==> src/rtl/mem_arb_pkg.sv <==
// rtl/mem_arb_pkg.sv - shared types and constants for the two-port line-memory arbiter
package mem_arb_pkg;

  localparam int ADDR_W_DEF = 28;
  localparam int DATA_W_DEF = 128;

  typedef enum logic [1:0] {
    ST_IDLE  = 2'd0,
    ST_GNT_I = 2'd1,
    ST_GNT_D = 2'd2,
    ST_COOL  = 2'd3
  } arb_state_t;

  typedef enum logic {
    SIDE_I = 1'b0,
    SIDE_D = 1'b1
  } side_t;

  localparam logic [1:0] GNT_NONE = 2'b00;
  localparam logic [1:0] GNT_I    = 2'b01;
  localparam logic [1:0] GNT_D    = 2'b10;

endpackage

==> src/rtl/mem_arb_rr2.sv <==
// rtl/mem_arb_rr2.sv - two-input round-robin picker owning the last-grant history
module mem_arb_rr2
  import mem_arb_pkg::*;
#(
  parameter bit D_FIRST = 1'b1
) (
  input  logic  clk,
  input  logic  rst,
  input  logic  req_i,
  input  logic  req_d,
  input  logic  update,
  output side_t winner,
  output logic  valid
);

  side_t last_side;

  // The history is only consulted while idle, so recording the winner when the
  // transfer starts is equivalent to recording it when the transfer ends.
  always_ff @(posedge clk) begin
    if (rst) begin
      last_side <= D_FIRST ? SIDE_I : SIDE_D;
    end else if (update) begin
      last_side <= winner;
    end
  end

  always_comb begin
    valid  = req_i | req_d;
    winner = SIDE_I;
    if (req_i && req_d) begin
      winner = (last_side == SIDE_D) ? SIDE_I : SIDE_D;
    end else if (req_d) begin
      winner = SIDE_D;
    end
  end

endmodule

==> src/rtl/mem_port_arbiter.sv <==
// rtl/mem_port_arbiter.sv - shares one slow line-memory port between the I and D miss paths
module mem_port_arbiter
  import mem_arb_pkg::*;
#(
  parameter int ADDR_W  = ADDR_W_DEF,
  parameter int DATA_W  = DATA_W_DEF,
  parameter bit D_FIRST = 1'b1,
  parameter int CNT_W   = 16
) (
  input  logic              clk,
  input  logic              rst,
  input  logic              i_read,
  input  logic              i_write,
  input  logic [ADDR_W-1:0] i_addr,
  input  logic [DATA_W-1:0] i_wdata,
  output logic [DATA_W-1:0] i_rdata,
  output logic              i_ready,
  input  logic              d_read,
  input  logic              d_write,
  input  logic [ADDR_W-1:0] d_addr,
  input  logic [DATA_W-1:0] d_wdata,
  output logic [DATA_W-1:0] d_rdata,
  output logic              d_ready,
  output logic              mem_read,
  output logic              mem_write,
  output logic [ADDR_W-1:0] mem_addr,
  output logic [DATA_W-1:0] mem_wdata,
  input  logic [DATA_W-1:0] mem_rdata,
  input  logic              mem_ready,
  output logic [1:0]        grant,
  output logic [CNT_W-1:0]  stall_cycles
);

  arb_state_t state, state_nxt;
  side_t      win;
  side_t      cool_side;
  logic       i_req, d_req;
  logic       win_valid;
  logic       take, done, stall_hit;

  assign i_req   = i_read | i_write;
  assign d_req   = d_read | d_write;
  assign i_rdata = mem_rdata;
  assign d_rdata = mem_rdata;

  mem_arb_rr2 #(
    .D_FIRST(D_FIRST)
  ) u_rr (
    .clk    (clk),
    .rst    (rst),
    .req_i  (i_req),
    .req_d  (d_req),
    .update (take),
    .winner (win),
    .valid  (win_valid)
  );

  always_ff @(posedge clk) begin
    if (rst) begin
      state <= ST_IDLE;
    end else begin
      state <= state_nxt;
    end
  end

  always_comb begin
    state_nxt = state;
    take      = 1'b0;
    done      = 1'b0;
    stall_hit = 1'b0;
    i_ready   = 1'b0;
    d_ready   = 1'b0;
    case (state)
      ST_IDLE: begin
        if (win_valid) begin
          take      = 1'b1;
          state_nxt = (win == SIDE_D) ? ST_GNT_D : ST_GNT_I;
        end
      end
      ST_GNT_I: begin
        i_ready   = mem_ready;
        done      = mem_ready;
        stall_hit = d_req;
        if (mem_ready) state_nxt = ST_COOL;
      end
      ST_GNT_D: begin
        d_ready   = mem_ready;
        done      = mem_ready;
        stall_hit = i_req;
        if (mem_ready) state_nxt = ST_COOL;
      end
      ST_COOL: begin
        stall_hit = (cool_side == SIDE_D) ? i_req : d_req;
        state_nxt = ST_IDLE;
      end
      default: state_nxt = ST_IDLE;
    endcase
  end

  // A request with both read and write high is carried out as a write.
  always_ff @(posedge clk) begin
    if (rst) begin
      mem_read  <= 1'b0;
      mem_write <= 1'b0;
      mem_addr  <= '0;
      mem_wdata <= '0;
      grant     <= GNT_NONE;
      cool_side <= SIDE_I;
    end else if (take) begin
      if (win == SIDE_D) begin
        mem_write <= d_write;
        mem_read  <= d_read & ~d_write;
        mem_addr  <= d_addr;
        mem_wdata <= d_wdata;
        grant     <= GNT_D;
      end else begin
        mem_write <= i_write;
        mem_read  <= i_read & ~i_write;
        mem_addr  <= i_addr;
        mem_wdata <= i_wdata;
        grant     <= GNT_I;
      end
      cool_side <= win;
    end else if (done) begin
      mem_read  <= 1'b0;
      mem_write <= 1'b0;
      grant     <= GNT_NONE;
    end
  end

  always_ff @(posedge clk) begin
    if (rst) begin
      stall_cycles <= '0;
    end else if (stall_hit && (stall_cycles != '1)) begin
      stall_cycles <= stall_cycles + CNT_W'(1);
    end
  end

endmodule

==> config.mk <==
export PLATFORM = sky130hd
export DESIGN_NAME = mem_port_arbiter
export DESIGN_NICKNAME = d
export VERILOG_FILES = /design/src/rtl/mem_arb_pkg.sv /design/src/rtl/mem_arb_rr2.sv /design/src/rtl/mem_port_arbiter.sv
export SDC_FILE = /design/constraint.sdc
export NUM_CORES = 1
export LEC_CHECK = 0
export BUFFER_PORTS_ARGS = -buffer_cell sky130_fd_sc_hd__buf_2
export CORE_AREA = 2 2 347 349
export DETAILED_ROUTE_END_ITERATION = 8
export DIE_AREA = 0 0 349 351
export PLACE_DENSITY = 0.3
export SETUP_SLACK_MARGIN = 0.4
export SKIP_CTS_REPAIR_TIMING = 1
export SYNTH_ARGS = -nofsm -noshare
export SYNTH_HDL_FRONTEND = slang
export SYNTH_SLANG_ARGS = --single-unit
==> constraint.sdc <==
create_clock -name clk -period 3.3 [get_ports clk]
set_clock_uncertainty 0.05 [all_clocks]
set_input_delay 0.33 -clock clk [delete_from_list [all_inputs] [get_ports clk]]
set_output_delay 0.33 -clock clk [all_outputs]
set_load 0.02 [all_outputs]
==> results.md, run 1 <==
* Failing checks: design-rule violations
* Die area at 122000 um^2
* Clk sinks at 179
* Worst Hold Depth at 3
* Slew @ Worst Pin at around 1.2 ns
* Via count at 8812
* Routed wire per std cell at 13.1 um
* Core area at 119000 um^2
* Crit path kind: reg2reg
* Final #Nets at 1757
* IO Port Bufs at 496
* Reg clk slew, reported paths at 0.07 ns
* CP startpoint kind: flop
* Vias in the first global route at 8360
* Pleak at 5.65 nW
* Fmax at 0.365 GHz
* Maxcap violations at 0
* Starting Density at 0.0738
* Routed length on met3 at roughly 3.2 mm
* Mapped Area at 8790 um^2
* Area contributors post-synth: dfxtp_1 (41%), buf_4 (22%), a222oi_1 (18%)
* I/O pins at ~880
* Area growth syn-to-layout at 52.4%
* RR Endpoint: mem_wdata[88]
* Worst-path maximum fanout at 67
* Pre-antenna DRT Iters at 9
* Number of synthesized flops with an enable pin at 0
* PwrDens at approximately 750 nW/um^2
* Die width at ~350 um
* Synthesized net count at approximately 1.4k
* Half-perimeter wire length after placement at 27.8 mm
* Status: complete, but fails checks
* Most common cell in the synthesized netlist: buf_4
* DRC violation count after routing at 6
* #FFs+latches synth at 179
* CTS tree: done
* Synth Area per Inst at 9.30 um^2
* Worst EP arrival at 3.15 ns
* Setup crit end kind: flop
* Antenna Nets Post-Route at 0
* Final-report hold violation count at 0
* Total Power at 10.0 mW
* Top cells by count, synth: buf_4 (257), dfxtp_1 (179), nor2_1 (167), a222oi_1 (156), buf_2 (41)
* Max VDD drop at 0.000508 V
* Hold Path End: mem_addr[23]
* Slew Viols, Final at 0
* Ys async rst share at 0
* First-pass GRT wire length at around 51 mm
* RSZ-0062 raised after global routing: no
* Syn Inst Count at approximately 950
* Met1 wire length at 13.9 mm
* Number of unique standard cell types used by synthesis at 44
* Worst Hold Launch: d_addr[23]
* Via density per instance at 3.07
* Leading area contributor after synthesis: dfxtp_1
* Final clock period utilization by the worst path at 0.830
* Pin count of the biggest net entering global routing at 97
* Post-Route WL at 37.5 mm
* Global placement routability congestion at 0.725
* Clock latency on the worst-skew pair at roughly 0.52 ns
* H-tree levels at 4
* Final min period at 2.74 ns
* Top layer in use: met4
* Reg-to-Reg Start: state[0]
* Layout cells sized above 1 at 0.417
* Root buffer cell: clkbuf_16
* Maximum buffer depth of the clock tree at 2
* Die Height at 351 um
* Hold Path Class: in2reg
* Synth top area share at 0.408
* Met2 wire len at 17.5 mm
* Row cnt at around 130
* Initial antenna violation count at 3
* Worst slew margin at 0.197
* Ys flop type: dfxtp_1
* Register area share after synthesis at 0.408
* Setup TNS at 0 ns
* Finish-stage setup viols at 0
* Reg2reg path depth at 8
* Global route overflow at 0
* Critical Path RT at 3.71 ns
* Total CTS buffers at 17
* Synth Warn # at 0
* Starting DRT DRC Count at 948
* Global-route usage over all layers at 0.0567
* R2R setup slack at 0.56 ns
[power breakdown]
group          switching [mW]  total (mW)  internal (mW)
clock                    1.06        2.38           1.32
combinational            2.75        4.44           1.69
sequential              0.401        3.23           2.83
total                    4.21        10.0           5.83
[cell families (layout without fill, tap and decap cells)]
group | after synthesis | in the layout | synth area share
simple gates | 216 | 216 | 0.109
other cells | 0 | 4 | 0
flops | 179 | 179 | 0.408
buf+inv | 338 | 710 | 0.262
mux | 2 | 2 | 0.00242
fa+ha+maj | 6 | 6 | 0.00854
compound gates | 204 | 204 | 0.211
[final cells by class]
class | instances | area [um^2]
Tap cell | 1548 | 1940
Multi-Input combinational cell | 428 | 2920
Timing Repair Buffer | 674 | 4280
Clock inverter | 13 | 194
Inverter | 4 | 15.0
Antenna cell | 4 | 10.0
Clock buffer | 19 | 453
Fill cell | 13700 | 106000
Sequential cell | 179 | 3580
[layout by cell type (no fill, tap or decap), drive strengths merged, types with 6 or more instances in the layout]
cell type	count
nor2	167
ha	6
clkbuf	19
inv	9
buf	507
or4	12
nand2	7
o31ai	11
o21ai	6
and2	6
a21oi	22
a222oi	156
dfxtp	179
dlygate4sd3	167
[metrics by stage]
step	cell area, um^2	std cells	worst slack, ns	hold WS, ns	utilization
2_1_floorplan	8790	945	1.27	0.430	-
3_3_place_gp	11100	2666	0.764	0.427	0.0930
3_5_place_dp	11100	2666	0.699	0.430	0.0930
4_1_cts	11700	2698	0.798	-0.0940	0.0984
5_1_grt	13400	2867	0.397	-0.00838	0.113
6_report	13400	2869	0.562	0.00853	0.113
[how the worst max path moves through the flow]
stage / start / end
after floorplan: stall_cycles[0] / stall_cycles[9]
after global placement: d_read / mem_wdata[61]
after detailed placement: d_read / mem_addr[4]
after CTS: stall_cycles[0] / stall_cycles[9]
after global routing: state[0] / mem_addr[26]
final: state[0] / mem_wdata[88]
[state kept, by name (all words and copies together), names as in the netlist]
signal and cells:
mem_read 1, mem_write 1, state 2, grant 2
stall_cycles 16, mem_wdata 128, cool_side 1, mem_addr 28
[worst max-delay path: stages, from the launching register on]
cell           delay [ns]
dfxtp_1              0.33
inv_1                0.13
ha_1                 0.31
nand2b_4             0.10
nor2_4               0.14
buf_4                0.55
a222oi_1             0.21
dlygate4sd3_1        0.62
nor2_1               0.07
[routing by layer]
layer,track usage,vias up
met5,0,-
met4,0.0600,0
met3,0.0210,168
met2,0.0877,517
met1,0.0574,4122
li1,-,4005
No activity file was read; power rests on OpenSTA's default activity.
==> run 2, diff against run 1 <==
--- a/config.mk
+++ b/config.mk
@@ -6,9 +6,9 @@
 export NUM_CORES = 1
 export LEC_CHECK = 0
 export BUFFER_PORTS_ARGS = -buffer_cell sky130_fd_sc_hd__buf_2
-export CORE_AREA = 2 2 347 349
+export CORE_AREA = 2 2 345 347
 export DETAILED_ROUTE_END_ITERATION = 8
-export DIE_AREA = 0 0 349 351
+export DIE_AREA = 0 0 347 349
 export PLACE_DENSITY = 0.3
 export SETUP_SLACK_MARGIN = 0.4
 export SKIP_CTS_REPAIR_TIMING = 1
==> constraint.sdc (replaced) <==
create_clock -name clk -period 2.2 [get_ports clk]
set_clock_uncertainty 0.05 [all_clocks]
set_input_delay 0.22 -clock clk [delete_from_list [all_inputs] [get_ports clk]]
set_output_delay 0.22 -clock clk [all_outputs]
set_load 0.02 [all_outputs]
==> run 2 against run 1 <==
  * The run still ends with design-rule violations left
  * Worst setup slack got worse by 0.28 ns
  * First-iteration DRC count up 27%
  * Sequential cell count is the same
  * Register-to-register slack worse by 0.28 ns
  * Clock-buffer cell count grew 2
  * Cell count up 7.1%
  * Die area shrank 1.1%
  * Via count grew 14%
  * Core utilization increased by 2.5 points
  * Combinational power up 120%
  * Final area up 20%
  * Maximum frequency is 43% higher
  * Largest power group unchanged
==> results.md, run 2 (same netlist as run 1, synthesis figures left out) <==
* Status: complete, but fails checks (unchanged)
* Failing checks: design-rule violations (unchanged)
* Biggest register: mem_wdata (unchanged)
* Global placement routability congestion at 0.760 (was 0.725)
* Post-Route WL at 53.2 mm (was 37.5 mm)
* Placed insts at 2674 (was 2666)
* First-pass GRT wire length at 52.6 mm (was 50.9 mm)
* Final #Nets at 1975 (was 1757)
* Reg clk slew, reported paths at 0.07 ns (about the same)
* Clk sinks at 179 (unchanged)
* CP startpoint kind: flop (unchanged)
* Setup TNS at 0 ns (unchanged)
* Root buffer cell: clkbuf_16 (unchanged)
* Die Height at 349 um (was 351 um)
* Cells along the critical path: inv_6 > ha_4 > a21o_1 > o21ai_4 > a211o_1 > or4_1 > a21oi_1 (was inv_1 > ha_1 > nand2b_4 > nor2_4 > buf_4 > a222oi_1 > dlygate4sd3_1 > nor2_1)
* Crit-path leading delay family: compound AO/OA/AOI/OAI gates (was buffers and inverters)
* CP peak stage delay at 0.51 ns (was 0.62 ns)
* Starting Density at 0.0748 (was 0.0738)
* CP bufs+invs at 1 (was 3)
* Fmax at 0.520 GHz (was 0.365 GHz)
* Half-perimeter wire length after placement at 29.3 mm (was 27.8 mm)
* Final min period at 1.92 ns (was 2.74 ns)
* Die width at 347 um (was 349 um)
* R2R setup slack at 0.28 ns (was 0.56 ns)
* Worst EP arrival at 2.32 ns (was 3.15 ns)
* Core area at 117000 um^2 (was 119000 um^2)
* Finish-stage setup viols at 0 (unchanged)
* IO Port Bufs at 496 (unchanged)
* Most frequent cells in the layout: buf_2 (495), dlygate4sd3_1 (312), dfxtp_1 (170), nor2_1 (165), a222oi_1 (156) (was buf_2 (495), dfxtp_1 (179), dlygate4sd3_1 (167), nor2_1 (166), a222oi_1 (156))
* Max reg flops at 128 (unchanged)
* Commonest non-fill, non-tap cell in the layout: buf_2 (unchanged)
* Area growth syn-to-layout at 83.2% (was 52.4%)
* Crit path kind: reg2reg (unchanged)
* CTS tree: done (unchanged)
* Final clock period utilization by the worst path at 0.873 (was 0.830)
* Setup crit end kind: flop (unchanged)
* Pin count of the biggest net entering global routing at 97 (unchanged)
* Fin util at 0.137 (was 0.113)
* Slew Viols, Final at 0 (unchanged)
* Vias in the first global route at 8292 (was 8360)
* Critical Path RT at 2.60 ns (was 3.71 ns)
* H-tree levels at 4 (unchanged)
* Slew @ Worst Pin at 0.505 ns (was 1.21 ns)
* PwrDens at 1110 nW/um^2 (was 750 nW/um^2)
* I/O pins at 881 (unchanged)
* Row cnt at 126 (was 127)
* Antenna Nets Post-Route at 0 (unchanged)
* Clock latency on the worst-skew pair at 0.52 ns (about the same)
* Global route overflow at 0 (unchanged)
* Max VDD drop at 0.000690 V (was 0.000508 V)
* Final-report hold violation count at 0 (unchanged)
* Initial antenna violation count at 6 (was 3)
* Maximum buffer depth of the clock tree at 2 (unchanged)
* DRC violation count after routing at 6 (unchanged)
* Worst slew margin at 0.663 (was 0.197)
* Starting DRT DRC Count at 1203 (was 948)
* Global-route usage over all layers at 0.0598 (was 0.0567)
* Via density per instance at 3.26 (was 3.07)
* CP max stage cell: or4_1 (was dlygate4sd3_1)
* Routed wire per std cell at 17.3 um (was 13.1 um)
* Worst-path maximum fanout at 6 (was 67)
* Via count at 10.0k (was 8812)
* Maxcap violations at 0 (unchanged)
* Pre-antenna DRT Iters at 9 (unchanged)
* RSZ-0062 raised after global routing: yes (was no)
* Pleak at 6.81 nW (was 5.65 nW)
* Hold Path Class: in2reg (unchanged)
* Total CTS buffers at 17 (unchanged)
* Largest regs: mem_wdata x128, mem_addr x28, stall_cycles x16 (unchanged)
* Layout cells sized above 1 at 0.425 (was 0.417)
* Non-Filler Instances at 3074 (was 2869)
* Die area at 121000 um^2 (was 122000 um^2)
* Fill count at 13.3k (was 13.7k)
## run 2: changes by cell type in the layout (fill, tap and decap cells not counted), sizes merged, moves of 2 or more
cell and delta:
dlygate4sd3 +145, buf +52, bufinv -4, a21o +2
clkbuf +20, inv +2
## run 2: layer usage
metal / vias up / GRT usage / share of wire
met5: - / 0 / 0
met4: 0 / 0.0525 / 0.050
met3: 168 / 0.0199 / 0.069
met2: 651 / 0.101 / 0.48
met1: 4771 / 0.0586 / 0.40
li1: 4439 / - / -
## run 2: area by class of cell
cell class | count | area (um^2) | share of cell area
clock buffers | 21 | 460 | 0.0286
multi-input cells | 431 | 3110 | 0.193
flip-flops and latches | 179 | 3610 | 0.224
well taps | 1536 | 1920 | 0.119
inverters | 4 | 22.5 | 0.00140
repair buffers | 889 | 6870 | 0.427
clock inverters | 11 | 90.1 | 0.00560
diodes | 3 | 7.51 | 0.000466
## run 2: power by group
group / total, mW / internal, mW / switching (mW)
Sequential: 4.89 / 4.25 / 0.643
Combinational: 9.92 / 4.13 / 5.79
Clock: 3.12 / 1.53 / 1.60
Total: 17.9 / 9.91 / 8.03
## run 2: worst paths after layout
kind              startpoint  cells after the start               end
setup / recovery    state[0]                      7  stall_cycles[15]
hold / removal     mem_ready                      4         mem_write
setup reg to reg    state[0]                      7  stall_cycles[15]
hold reg to reg    mem_write                      2         mem_write
## run 2: tightest hold or removal path, cell delays in order
cell and delay, ns:
buf_2 0.11, nand2_1 0.07, nand2_1 0.06, a221oi_1 0.06
## run 2: through the flow
stage	power (mW)	setup slack (ns)	hold slack, ns	cell area (um^2)
floorplan	9.57	0.391	0.320	8840
global placement	11.6	0.0896	0.390	11300
detailed placement	11.6	0.0799	0.390	11300
CTS	15.0	0.111	-0.211	11900
global route	19.0	0.218	0.00391	16100
finish	17.9	0.279	0.0101	16100
==> run 3, diff against run 2 <==
--- a/config.mk
+++ b/config.mk
@@ -5,10 +5,11 @@
 export SDC_FILE = /design/constraint.sdc
 export NUM_CORES = 1
 export LEC_CHECK = 0
+export ABC_AREA = 1
 export BUFFER_PORTS_ARGS = -buffer_cell sky130_fd_sc_hd__buf_2
-export CORE_AREA = 2 2 345 347
+export CORE_AREA = 2 2 344 346
 export DETAILED_ROUTE_END_ITERATION = 8
-export DIE_AREA = 0 0 347 349
+export DIE_AREA = 0 0 346 348
 export PLACE_DENSITY = 0.3
 export SETUP_SLACK_MARGIN = 0.4
 export SKIP_CTS_REPAIR_TIMING = 1
==> run 3 against run 2 <==
  * Cell count is 12% higher
  * Synthesized cell count is 40% higher
  * Non-clock buffer count is 19 lower
  * Clock power is 6.7% higher
  * The flow now finishes without violations
  * Sequential power is 2% lower
  * Critical path depth is 3 higher
  * Maximum frequency is 0.81% higher
  * Combinational power is 16% lower
  * Synthesized area is 8.8% higher
  * Largest power group unchanged
==> results.md, run 3 <==
* PwrDens at 999 nW/um^2 (was 1110 nW/um^2)
* Reg2reg path depth at 10 (was 7)
* Pin count of the biggest net entering global routing at 74 (was 97)
* Area after DPL at 12200 um^2 (was 11300 um^2)
* Setup TNS at 0 ns (unchanged)
* Starting Density at 0.0817 (was 0.0748)
* Vias in the first global route at 9471 (was 8292)
* Synth Area per Inst at 7.22 um^2 (was 9.30 um^2)
* Die width at 346 um (was 347 um)
* Worst EP arrival at 2.27 ns (was 2.32 ns)
* Die Height at 348 um (was 349 um)
* Global placement routability congestion at 0.732 (was 0.760)
* Final clock period utilization by the worst path at 0.866 (was 0.873)
* Most common cell in the synthesized netlist: nand2_1 (was buf_4)
* Starting DRT DRC Count at 456 (was 1203)
* Biggest register: mem_wdata (unchanged)
* Crit path kind: reg2reg (unchanged)
* Global-route usage over all layers at 0.0787 (was 0.0598)
* Clock latency on the worst-skew pair at 0.53 ns (was 0.52 ns)
* R2R setup slack at 0.29 ns (was 0.28 ns)
* Half-perimeter wire length after placement at 37.7 mm (was 29.3 mm)
* Pleak at 6.91 nW (was 6.81 nW)
* Via density per instance at 3.06 (was 3.26)
* CP startpoint kind: flop (unchanged)
* Syn Inst Count at 1323 (was 945)
* Number of unique standard cell types used by synthesis at 26 (was 44)
* Hold WS at 0.00922 ns (was 0.0101 ns)
* Finish-stage setup viols at 0 (unchanged)
* Ys async rst share at 0 (unchanged)
* Clk sinks at 179 (unchanged)
* Slew @ Worst Pin at 0.528 ns (was 0.505 ns)
* CP bufs+invs at 6 (was 1)
* First-pass GRT wire length at 67.4 mm (was 52.6 mm)
* Total CTS buffers at 17 (unchanged)
* Post-place setup slack at 0.176 ns (was 0.0799 ns)
* DRC violation count after routing at 0 (was 6)
* Post-Route WL at 51.4 mm (was 53.2 mm)
* Top cells by count, synth: nand2_1 (543), buf_4 (276), dfxtp_1 (179), a31oi_1 (156), buf_2 (28) (was buf_4 (257), dfxtp_1 (179), nor2_1 (167), a222oi_1 (156), buf_2 (41))
* Via count at 10.5k (was 10.0k)
* Final instance area at 16400 um^2 (was 16100 um^2)
* Register area share after synthesis at 0.375 (was 0.408)
* Status: finished, final reports clean (was complete, but fails checks)
* Layout cells sized above 1 at 0.335 (was 0.425)
* Commonest non-fill, non-tap cell in the layout: nand2_1 (was buf_2)
* Max reg flops at 128 (unchanged)
* Number of synthesized flops with an enable pin at 0 (unchanged)
* Hold Path End: mem_wdata[66] (was mem_write)
* Leading area contributor after synthesis: dfxtp_1 (unchanged)
* Reg-to-Reg Start: state[1] (was state[0])
* Setup crit end kind: flop (unchanged)
* Worst Hold Depth at 3 (was 4)
* # diodes at 0 (was 3)
* #FFs+latches synth at 179 (unchanged)
* RR Endpoint: mem_wdata[40] (was stall_cycles[15])
* Synth Warn # at 0 (unchanged)
* Ys flop type: dfxtp_1 (unchanged)
* CP max stage cell: dfxtp_4 (was or4_1)
* Row cnt at 126 (unchanged)
* Root buffer cell: clkbuf_16 (unchanged)
* Initial antenna violation count at 2 (was 6)
* Maxcap violations at 0 (unchanged)
* RSZ-0062 raised after global routing: yes (unchanged)
* Area contributors post-synth: dfxtp_1 (37%), buf_4 (22%), nand2_1 (21%) (was dfxtp_1 (41%), buf_4 (22%), a222oi_1 (18%))
* Final min period at 1.91 ns (was 1.92 ns)
* IO Port Bufs at 496 (unchanged)
* Global route overflow at 0 (unchanged)
* Pre-antenna DRT Iters at 4 (was 9)
* Reg clk slew, reported paths at 0.08 ns (was 0.07 ns)
* Worst Hold Launch: d_wdata[66] (was mem_ready)
* Core area at 117000 um^2 (about the same)
* Cells along the critical path: inv_4 > ha_4 > inv_2 > a21oi_4 > clkinv_4 > buf_4 > buf_16 > buf_4 > nand2_1 > a31oi_4 (was inv_6 > ha_4 > a21o_1 > o21ai_4 > a211o_1 > or4_1 > a21oi_1)
* Routed wire per std cell at 15.0 um (was 17.3 um)
* Antenna Nets Post-Route at 0 (unchanged)
* Largest regs: mem_wdata x128, mem_addr x28, stall_cycles x16 (unchanged)
* Most frequent cells in the layout: nand2_1 (530), buf_2 (494), dlygate4sd3_1 (310), dfxtp_1 (175), a31oi_1 (151) (was buf_2 (495), dlygate4sd3_1 (312), dfxtp_1 (170), nor2_1 (165), a222oi_1 (156))
* Worst-path maximum fanout at 43 (was 6)
* Fmax at 0.525 GHz (was 0.520 GHz)
* Worst slew margin at 0.648 (was 0.663)
* Maximum buffer depth of the clock tree at 2 (unchanged)
* Area growth syn-to-layout at 71.9% (was 83.2%)
* I/O pins at 881 (unchanged)
* Crit-path most repeated cell: buf_4
* Crit-path leading delay family: buffers and inverters (was compound AO/OA/AOI/OAI gates)
* CP peak stage delay at 0.37 ns (was 0.51 ns)
* Final-report hold violation count at 0 (unchanged)
* Max VDD drop at 0.000690 V (about the same)
* CTS tree: done (unchanged)
* Synthesized net count at 1776 (was 1398)
* Mapped Area at 9560 um^2 (was 8790 um^2)
* Final #Nets at 2337 (was 1975)
* H-tree levels at 4 (unchanged)
* Die area at 120000 um^2 (was 121000 um^2)
* Critical Path RT at 2.57 ns (was 2.60 ns)
* Setup ws final at 0.294 ns (was 0.279 ns)
* Slew Viols, Final at 0 (unchanged)
* Hold Path Class: in2reg (unchanged)
* Synth top area share at 0.375 (was 0.408)
==> run 3: cell count changes after synthesis, sizes merged, moves of 6 or more <==
cell and change:
o31ai -11, nand2 +537, a222oi -156, or4 -12, and2 -6, clkbuf -10
a31oi +156, nor2 -143, inv +25, buf +6
==> run 3: logic make-up after synthesis <==
| group | Yosys count | share of synthesized area |
|---|---|---|
| adder cells (fa/ha/maj) | 6 | 0.00786 |
| AO/OA/AOI/OAI | 187 | 0.119 |
| XOR/XNOR | 8 | 0.00733 |
| flip-flops | 179 | 0.375 |
| AND/OR/NAND/NOR | 585 | 0.238 |
| buffers and inverters | 358 | 0.253 |
==> run 3: area by class of cell <==
class                           instances  area [um^2]
Multi-Input combinational cell        787         3750
Inverter                               29          128
Sequential cell                       179         3590
Fill cell                           13500       101000
Clock inverter                         15          166
Timing Repair Buffer                  870         6450
Clock buffer                           17          425
Tap cell                             1536         1920
==> run 3: tightest hold or removal path: stages <==
cell and delay (ns):
buf_2 0.10, nand2_1 0.12, a31oi_1 0.09
==> run 3: per-layer routing <==
layer	share of wire	global-route usage
met1	0.41	0.0838
met2	0.43	0.113
met3	0.13	0.0605
met4	0.030	0.0362
met5	0.0032	0.00840
==> run 3: per-stage QoR <==
stage | std cells | utilization | power (mW)
after global routing | 3433 | 0.140 | 17.7
final | 3433 | 0.140 | 16.4
after CTS | 3101 | 0.109 | 15.7
after floorplan | 1323 | - | 9.39
after global placement | 3069 | 0.104 | 12.2
after detailed placement | 3069 | 0.104 | 12.1
==> run 3: how the worst max path moves through the flow <==
stage                    startpoint  depth (start not counted)  slack, ns                to
finish                     state[1]                         10       0.29     mem_wdata[40]
global route               state[1]                         11       0.21     mem_wdata[25]
CTS                        state[1]                         10       0.14     mem_wdata[16]
detailed placement         state[1]                         10       0.18      mem_wdata[1]
global placement           state[1]                         10       0.19     mem_wdata[33]
floorplan           stall_cycles[0]                         10       0.48  stall_cycles[10]
==> run 3: report_power, final <==
part / switching (mW) / internal [mW] / total, mW
clock: 1.81 / 1.52 / 3.33
combinational: 5.17 / 3.12 / 8.29
sequential: 0.567 / 4.23 / 4.80
